**src/rtl/serial_subtractor.sv**
```systemverilog
// serial_subtractor
//   Bit-serial ripple-borrow subtractor. Computes diff = a - b (unsigned,
//   modulo 2^WIDTH) one bit per clock, LSB first, using the full-subtractor
//   equations on a single borrow flop. Valid/ready handshakes on both sides.
//
// Ports
//   clk        rising-edge clock
//   rst_n      synchronous active-low reset
//   in_valid   operands a,b are valid
//   in_ready   block can accept operands (high only when idle)
//   a, b       minuend / subtrahend, WIDTH bits, unsigned
//   out_valid  diff/bout/zero are valid
//   out_ready  consumer accepts the result
//   diff       (a - b) mod 2^WIDTH
//   bout       borrow out of the MSB, 1 iff a < b
//   zero       1 iff diff == 0
module serial_subtractor #(
  parameter int WIDTH = 4
) (
  input  logic             clk,
  input  logic             rst_n,
  input  logic             in_valid,
  output logic             in_ready,
  input  logic [WIDTH-1:0] a,
  input  logic [WIDTH-1:0] b,
  output logic             out_valid,
  input  logic             out_ready,
  output logic [WIDTH-1:0] diff,
  output logic             bout,
  output logic             zero
);

  localparam int IDX_W = $clog2(WIDTH);
  localparam logic [IDX_W-1:0] LAST_IDX = IDX_W'(WIDTH - 1);

  typedef enum logic [1:0] {
    IDLE  = 2'd0,
    SHIFT = 2'd1,
    DONE  = 2'd2
  } state_t;

  state_t state;
  state_t state_next;

  logic [WIDTH-1:0] a_reg;
  logic [WIDTH-1:0] b_reg;
  logic             br;
  logic [IDX_W-1:0] idx;

  logic             a_bit;
  logic             b_bit;
  logic             d_bit;
  logic             br_next;
  logic [WIDTH-1:0] diff_upd;

  always_ff @(posedge clk) begin
    if (!rst_n) begin
      state <= IDLE;
    end else begin
      state <= state_next;
    end
  end

  // The spare encoding falls through to IDLE via the default branch.
  always_comb begin
    state_next = state;
    in_ready   = 1'b0;
    case (state)
      IDLE: begin
        in_ready = 1'b1;
        if (in_valid) begin
          state_next = SHIFT;
        end
      end
      SHIFT: begin
        if (idx == LAST_IDX) begin
          state_next = DONE;
        end
      end
      DONE: begin
        if (out_ready) begin
          state_next = IDLE;
        end
      end
      default: begin
        state_next = IDLE;
      end
    endcase
  end

  // One full-subtractor slice applied to the bit selected by idx. diff_upd is
  // the result vector including the bit being written this edge, so the zero
  // flag on the final edge sees the complete difference.
  always_comb begin
    a_bit         = a_reg[idx];
    b_bit         = b_reg[idx];
    d_bit         = a_bit ^ b_bit ^ br;
    br_next       = (~a_bit & b_bit) | (~(a_bit ^ b_bit) & br);
    diff_upd      = diff;
    diff_upd[idx] = d_bit;
  end

  // out_valid is registered from the next state so it rises together with
  // the DONE state and drops on the edge that completes the handshake.
  always_ff @(posedge clk) begin
    if (!rst_n) begin
      a_reg     <= '0;
      b_reg     <= '0;
      br        <= 1'b0;
      idx       <= '0;
      diff      <= '0;
      bout      <= 1'b0;
      zero      <= 1'b0;
      out_valid <= 1'b0;
    end else begin
      out_valid <= (state_next == DONE);
      case (state)
        IDLE: begin
          if (in_valid) begin
            a_reg <= a;
            b_reg <= b;
            br    <= 1'b0;
            idx   <= '0;
          end
        end
        SHIFT: begin
          diff <= diff_upd;
          br   <= br_next;
          idx  <= idx + IDX_W'(1);
          if (idx == LAST_IDX) begin
            bout <= br_next;
            zero <= (diff_upd == '0);
          end
        end
        default: begin
        end
      endcase
    end
  end

endmodule

```
**config.mk**
```make
export PLATFORM = sky130hd
export DESIGN_NAME = serial_subtractor
export DESIGN_NICKNAME = d
export VERILOG_FILES = /design/src/rtl/serial_subtractor.sv
export SDC_FILE = /design/constraint.sdc
export NUM_CORES = 1
export LEC_CHECK = 0
export ABC_AREA = 1
export BUFFER_PORTS_ARGS = -buffer_cell sky130_fd_sc_hd__clkbuf_2
export CAP_MARGIN = 10
export CORE_MARGIN = 1
export CORE_UTILIZATION = 46
export DETAILED_ROUTE_END_ITERATION = 8
export GPL_ROUTABILITY_DRIVEN = 1
export PLACE_DENSITY = 0.75
export SYNTH_ARGS = -nofsm -noshare
export SYNTH_HDL_FRONTEND = slang
export SYNTH_SLANG_ARGS = --single-unit
```
**constraint.sdc**
```tcl
create_clock -name clk -period 1.84 [get_ports clk]
set_clock_uncertainty 0.05 [all_clocks]
set_input_delay 0.368 -clock clk [delete_from_list [all_inputs] [get_ports clk]]
set_output_delay 0.368 -clock clk [all_outputs]
set_load 0.01 [all_outputs]
```
==> results of run 1 <==
## worst min-delay path, cell delays in order
cell and delay (ns):
clkbuf_2 0.07, o21ai_0 0.07, nor2_1 0.07
## final cells by class
cell class	instances	area [µm²]
well taps	25	31.3
flip-flops and latches	20	408
fillers	183	704
multi-input cells	87	469
clock buffers	3	22.5
inverters	13	56.3
repair buffers	21	110
## repair_timing
action	4_1_cts	5_1_grt
pin swaps	2	5
gates resized for setup	4	16
endpoints found under the setup margin	2	3
cloned	0	0
## power breakdown
| group | switching [µW] | total [µW] | internal, µW | leakage, µW |
|---|---|---|---|---|
| logic | 113 | 194 | 80.8 | 0.000315 |
| registers | 23.1 | 483 | 460 | 0.000166 |
| clock network | 141 | 217 | 76.8 | 0.0000138 |
| total | 277 | 895 | 618 | 0.000494 |
## metrics by stage
step	setup TNS (ns)	area (µm²)	hold WS [ns]	total power, µW	utilization, %
5_1_grt	-0.213	1100	0.284	941	60.9
2_1_floorplan	0	917	0.399	616	-
3_5_place_dp	-0.0943	1030	0.411	663	57.3
6_report	0	1100	0.242	895	60.9
4_1_cts	0	1060	0.253	870	58.7
3_3_place_gp	0	1030	0.407	656	57.3
## layer usage
layer  vias up  wire (µm)  track usage [%]
met2        19       1020             35.8
met4         0         35             6.86
met1       383        839             21.3
met5         -          0                0
met3         3         70             4.71
li1        444          -                -
## layout by cell type (no fill, tap or decap), types with 2 or more instances in the layout
cell	n
o21ai_1	2
nor2_1	22
a21oi_1	8
buf_4	2
o21ai_2	2
inv_1	10
nand3_1	2
clkbuf_4	3
dfxtp_1	18
nor2_2	4
nand2_2	3
ha_1	4
clkbuf_2	19
nand2_1	19
dfxtp_4	2
o21ai_0	13
a31oi_1	3
## cells by family (layout without fill, tap and decap cells)
kind of cell / Yosys count / count (layout) / share of synthesized area [%]
fa+ha+maj: 5 / 5 / 7.64
buf+inv: 16 / 37 / 8.18
flops: 20 / 20 / 43.7
compound gates: 31 / 31 / 17.9
simple gates: 51 / 51 / 22.6
## how the worst max path moves through the flow
stage | start | depth (start not counted) | slack (ns) | to
after global routing | idx[0] | 8 | -0.11 | zero
after CTS | idx[0] | 9 | 0.03 | zero
after floorplan | idx[0] | 9 | 0.07 | zero
after global placement | idx[0] | 9 | 0.04 | zero
after detailed placement | idx[0] | 9 | -0.07 | zero
final | idx[0] | 8 | 0.03 | diff[3]
==> out/results.ini, run 1 <==
[status]
status=finished clean

[timing]
fmax_mhz=551
period_needed_ns=1.81
setup_slack_ns=0.0263
setup-violations-final=0
period_share_pct=98.6
finalMaxSlewViolations=0
rsz0062_at_grt=true
hold_viol_final=0
relSlewSlack_pct=73.4
tightest_slew_ns=0.398

[logic_synthesis]
synth_area_per_cell_um2=7.46
ys_types=19
synth_edf_count=0
yosysSeqAreaShare_pct=43.7
synth_common_cells=nor2_1, nand2_1, dfxtp_1
ys_seq_elements=20
synth_cells=123
synth_nets=140
synth_warnings=0
synth.largest_area_cell=dfxtp_1
syn-cell-area_um2=917
synth_top_area_share_pct=43.7
synth-main-ff-cell=dfxtp_1
yosysMostFrequentCell=nor2_1
async_flop_share_pct=0
yosys-top-cells-area=dfxtp_1, nor2_1, o21ai_0

[cts]
clockRootBuffer=clkbuf_4
cts_setup_buffers=0
htree_levels=1
clk_pin_slew_ns=0.11
ctsLongestPathBuffers=2
clk_latency_ns=0.31
clock_sinks=20
cts_tree=yes
holdBufCountCts=0
numCtsBuffers=3

[floorplan]
die_h_um=46.7
die_area_um2=2180
num_rows=15
io_pins=20
die-width_um=46.7
start_util_pct=50.9
core_area_um2=1800

[worst_hold_path]
min_path_cells=3
worstHoldStart=a[1]
hold_path.class=in -> reg
hold-path-endpoint=a_reg[1]

[route]
wl_mm=1.96
vias=849
dr.pass1.iters=6
drt_iter0_drc=13
drc=0
vias_per_cell=5.02
ant_nets=0
routedWlPerCell_um=11.6

[placement]
post-place-ws_ns=-0.0696
dpl.cell_count=166
numPortBuffers=19
hpwl_mm=1.40
routabilityCongestion=0.785

[setup_path]
crit_top_cell=nand2_1
critical_path.startpoint_type=register
ff2ff_path_depth=8
rr_startpoint=idx[0]
r2r_setup_slack_ns=0.03
cpPeakStageDelay_ns=0.60
worstReg2RegEnd=diff[3]
path_class=reg -> reg
cp.required_ns=2.05
cp.arrival_ns=2.02
cp_num_buf_inv=1
critPathTopFamily=adder cells
crit_chain=inv_6 > nor2_2 > o22a_1 > fa_2 > nand2_1 > nand2_1 > nand2_1 > a21oi_2
cp-end-kind=register
cp_max_fo=7
slowest_stage=fa_2

[final_layout]
area_growth_pct=19.6
final_nets=163
final_layout_size_suffix_gt1_share_pct=28.5
finalNonFillerCells=169
n_antenna_cell=0

[global_routing]
grt_start_max_net_pins=15
grt-ovfl-total=0
grt_antenna_before_repair=0
grt_pass1_vias=751
grt_util_all_layers_pct=19.5
grt_pass1_wl_mm=2.92

[power]
p_leak_uw=0.000494
irDropWorstVdd_uv=525
power_density_nw_per_um2=815

[run]
cap_violations=0

Note: power is estimated with default switching activity, not from simulation.
==> run 2: changes to the inputs <==
SETUP_SLACK_MARGIN = 0.05   (was default)
==> run 2 against run 1 <==
  * Final area is 3.4% higher
  * Clock power hardly changed
  * Combinational power is 14% higher
  * Count of clock-buffer cells in the layout stayed put
  * Sequential cell count stayed put
  * Sequential power hardly changed
  * Setup slack better by 0.028 ns
  * Die area stayed put
  * Via count is 1.5% higher
  * Final cell count is 1.8% higher
==> out/results.ini, run 2 (synthesis results as in run 1) <==
[final_layout]
final_nets=166  ; +1.8%
final_cell_mix=nor2_1, clkbuf_2, nand2_1, dfxtp_1, o21ai_0
final_layout_size_suffix_gt1_share_pct=31.3  ; +2.8 points
multi_input_area_um2=480  ; +2.4%
finalNonFillerCells=172  ; +1.8%
final_common_cell=nor2_1
n_antenna_cell=0  ; unchanged
fillCellCount=178  ; -2.7%
area_growth_pct=23.7
seq_area_um2=408  ; unchanged

[cts]
clock_sinks=20  ; unchanged
clockRootBuffer=clkbuf_4
numCtsBuffers=3  ; unchanged
htree_levels=1  ; unchanged
ctsLongestPathBuffers=2  ; unchanged
clk_latency_ns=0.31  ; about the same
cts_tree=yes
holdBufCountCts=0  ; unchanged
clk_pin_slew_ns=0.12  ; about the same

[setup_path]
critical_path.startpoint_type=register
cpPeakStageDelay_ns=0.61  ; about the same
cp_num_buf_inv=1  ; unchanged
slowest_stage=fa_2
cp.required_ns=2.01  ; -0.04 ns
cp-end-kind=register
critPathTopFamily=adder cells
crit_top_cell=nand2_1
cp.arrival_ns=1.95  ; -0.07 ns
cp_max_fo=7  ; unchanged
crit_chain=inv_6 > nor2_4 > o22a_1 > fa_2 > nand2_1 > nand2_1 > nor2_1 > nand2_1 > a21oi_2
path_class=reg -> reg

[route]
routedWlPerCell_um=11.5  ; -1.3%
wl_mm=1.97  ; +0.46%
vias_per_cell=5.01  ; -0.24%
vias=862  ; +1.5%
drc=0  ; unchanged
dr.pass1.iters=4  ; -2
drt_iter0_drc=10  ; -3
ant_nets=0  ; unchanged

[floorplan]
io_pins=20  ; unchanged
num_rows=15  ; unchanged
die-width_um=46.7  ; unchanged
core_area_um2=1800  ; unchanged
die_area_um2=2180  ; unchanged
die_h_um=46.7  ; unchanged
start_util_pct=50.9  ; unchanged

[timing]
fmax_mhz=560  ; +1.6%
period_needed_ns=1.79  ; -0.0280 ns
tns_ns=0  ; unchanged
setup-violations-final=0  ; unchanged
period_share_pct=97.0  ; -1.5 points
relSlewSlack_pct=73.7  ; +0.25 points
hold_viol_final=0  ; unchanged
tightest_slew_ns=0.394  ; -0.00371 ns
rsz0062_at_grt=true
finalMaxSlewViolations=0  ; unchanged
holdWs_ns=0.241  ; -0.000623 ns

[placement]
dpl.cell_count=166  ; unchanged
hpwl_mm=1.40  ; unchanged
routabilityCongestion=0.785  ; unchanged
numPortBuffers=19  ; unchanged

[power]
p_seq_share_pct=52.6  ; -1.4 points
internal_power_uw=636  ; +2.9%
p_leak_uw=0.000511  ; +3.3%
p_comb_share_pct=24.0  ; +2.3 points
clkPwrFrac_pct=23.5  ; -0.8 points
swShare_pct=30.9  ; about the same
p_sw_uw=285  ; +3.1%
power_density_nw_per_um2=812  ; -0.44%
irDropWorstVdd_uv=519  ; -1.0%

[global_routing]
grt-ovfl-total=0  ; unchanged
grt_util_all_layers_pct=20.7  ; +1.2 points
grt_start_max_net_pins=15  ; unchanged
grt_pass1_vias=786  ; +4.7%
grt_antenna_before_repair=0  ; unchanged
grt_pass1_wl_mm=3.06  ; +4.7%

[worst_hold_path]
hold_path.class=in -> reg

[status]
status=finished clean

[run]
cap_violations=0  ; unchanged

[run 2: cell count changes in the layout (fill, tap and decap cells not counted), sizes merged]
cell	previous run	this run
buf	2	5
[run 2: what timing repair did]
item	CTS	global route
setup endpoints to repair	4	3
pin swaps	8	9
buffers inserted	3	0
resized for setup	10	15
[run 2: per-stage QoR]
stage          total power [µW]  utilization, %  setup slack (ns)  cell area (µm²)
2_1_floorplan               616               -            0.0668              917
5_1_grt                     972            63.0           -0.0696             1130
3_5_place_dp                663            57.3           -0.0696             1030
3_3_place_gp                656            57.3            0.0389             1030
4_1_cts                     886            60.5            0.0514             1090
6_report                    921            63.0            0.0543             1130
[run 2: final timing paths]
| path | start | endpoint | slack [ns] | cells past startpoint |
|---|---|---|---|---|
| max | idx[0] | zero | 0.05 | 9 |
| min | a[1] | a_reg[1] | 0.24 | 3 |
| max reg2reg | idx[0] | zero | 0.05 | 9 |
| min reg2reg | bout | bout | 0.42 | 2 |
[run 2: worst register-to-register path: cells and delay by family, from the launching register on]
| kind | cells | cell delay [ns] |
|---|---|---|
| buffers and inverters | 1 | 0.08 |
| and+or+nand+nor | 5 | 0.28 |
| adders and majority gates | 1 | 0.61 |
| DFF | 1 | 0.39 |
| AOI/OAI and AO/OA | 2 | 0.29 |
[run 2: layout make-up]
type / count / share of cell area, %
multi-input cells: 87 / 42.3
flip-flops and latches: 20 / 35.9
repair buffers: 24 / 12.0
inverters: 13 / 4.96
well taps: 25 / 2.76
clock buffers: 3 / 1.98
[run 2: power groups by stage]
stage / logic, µW / registers (µW) / clock network [µW]
2_1_floorplan: 127 / 489 / 0
6_report: 221 / 484 / 216
5_1_grt: 252 / 488 / 231
3_5_place_dp: 173 / 490 / 0
4_1_cts: 190 / 482 / 214
3_3_place_gp: 167 / 489 / 0
[run 2: metal layers]
| layer | vias to the layer above | track usage, % | part of all wire [%] |
|---|---|---|---|
| li1 | 448 | - | - |
| met1 | 388 | 22.0 | 42 |
| met2 | 23 | 37.5 | 52 |
| met3 | 3 | 5.88 | 4.1 |
| met4 | 0 | 8.57 | 1.7 |
| met5 | - | 0 | 0 |
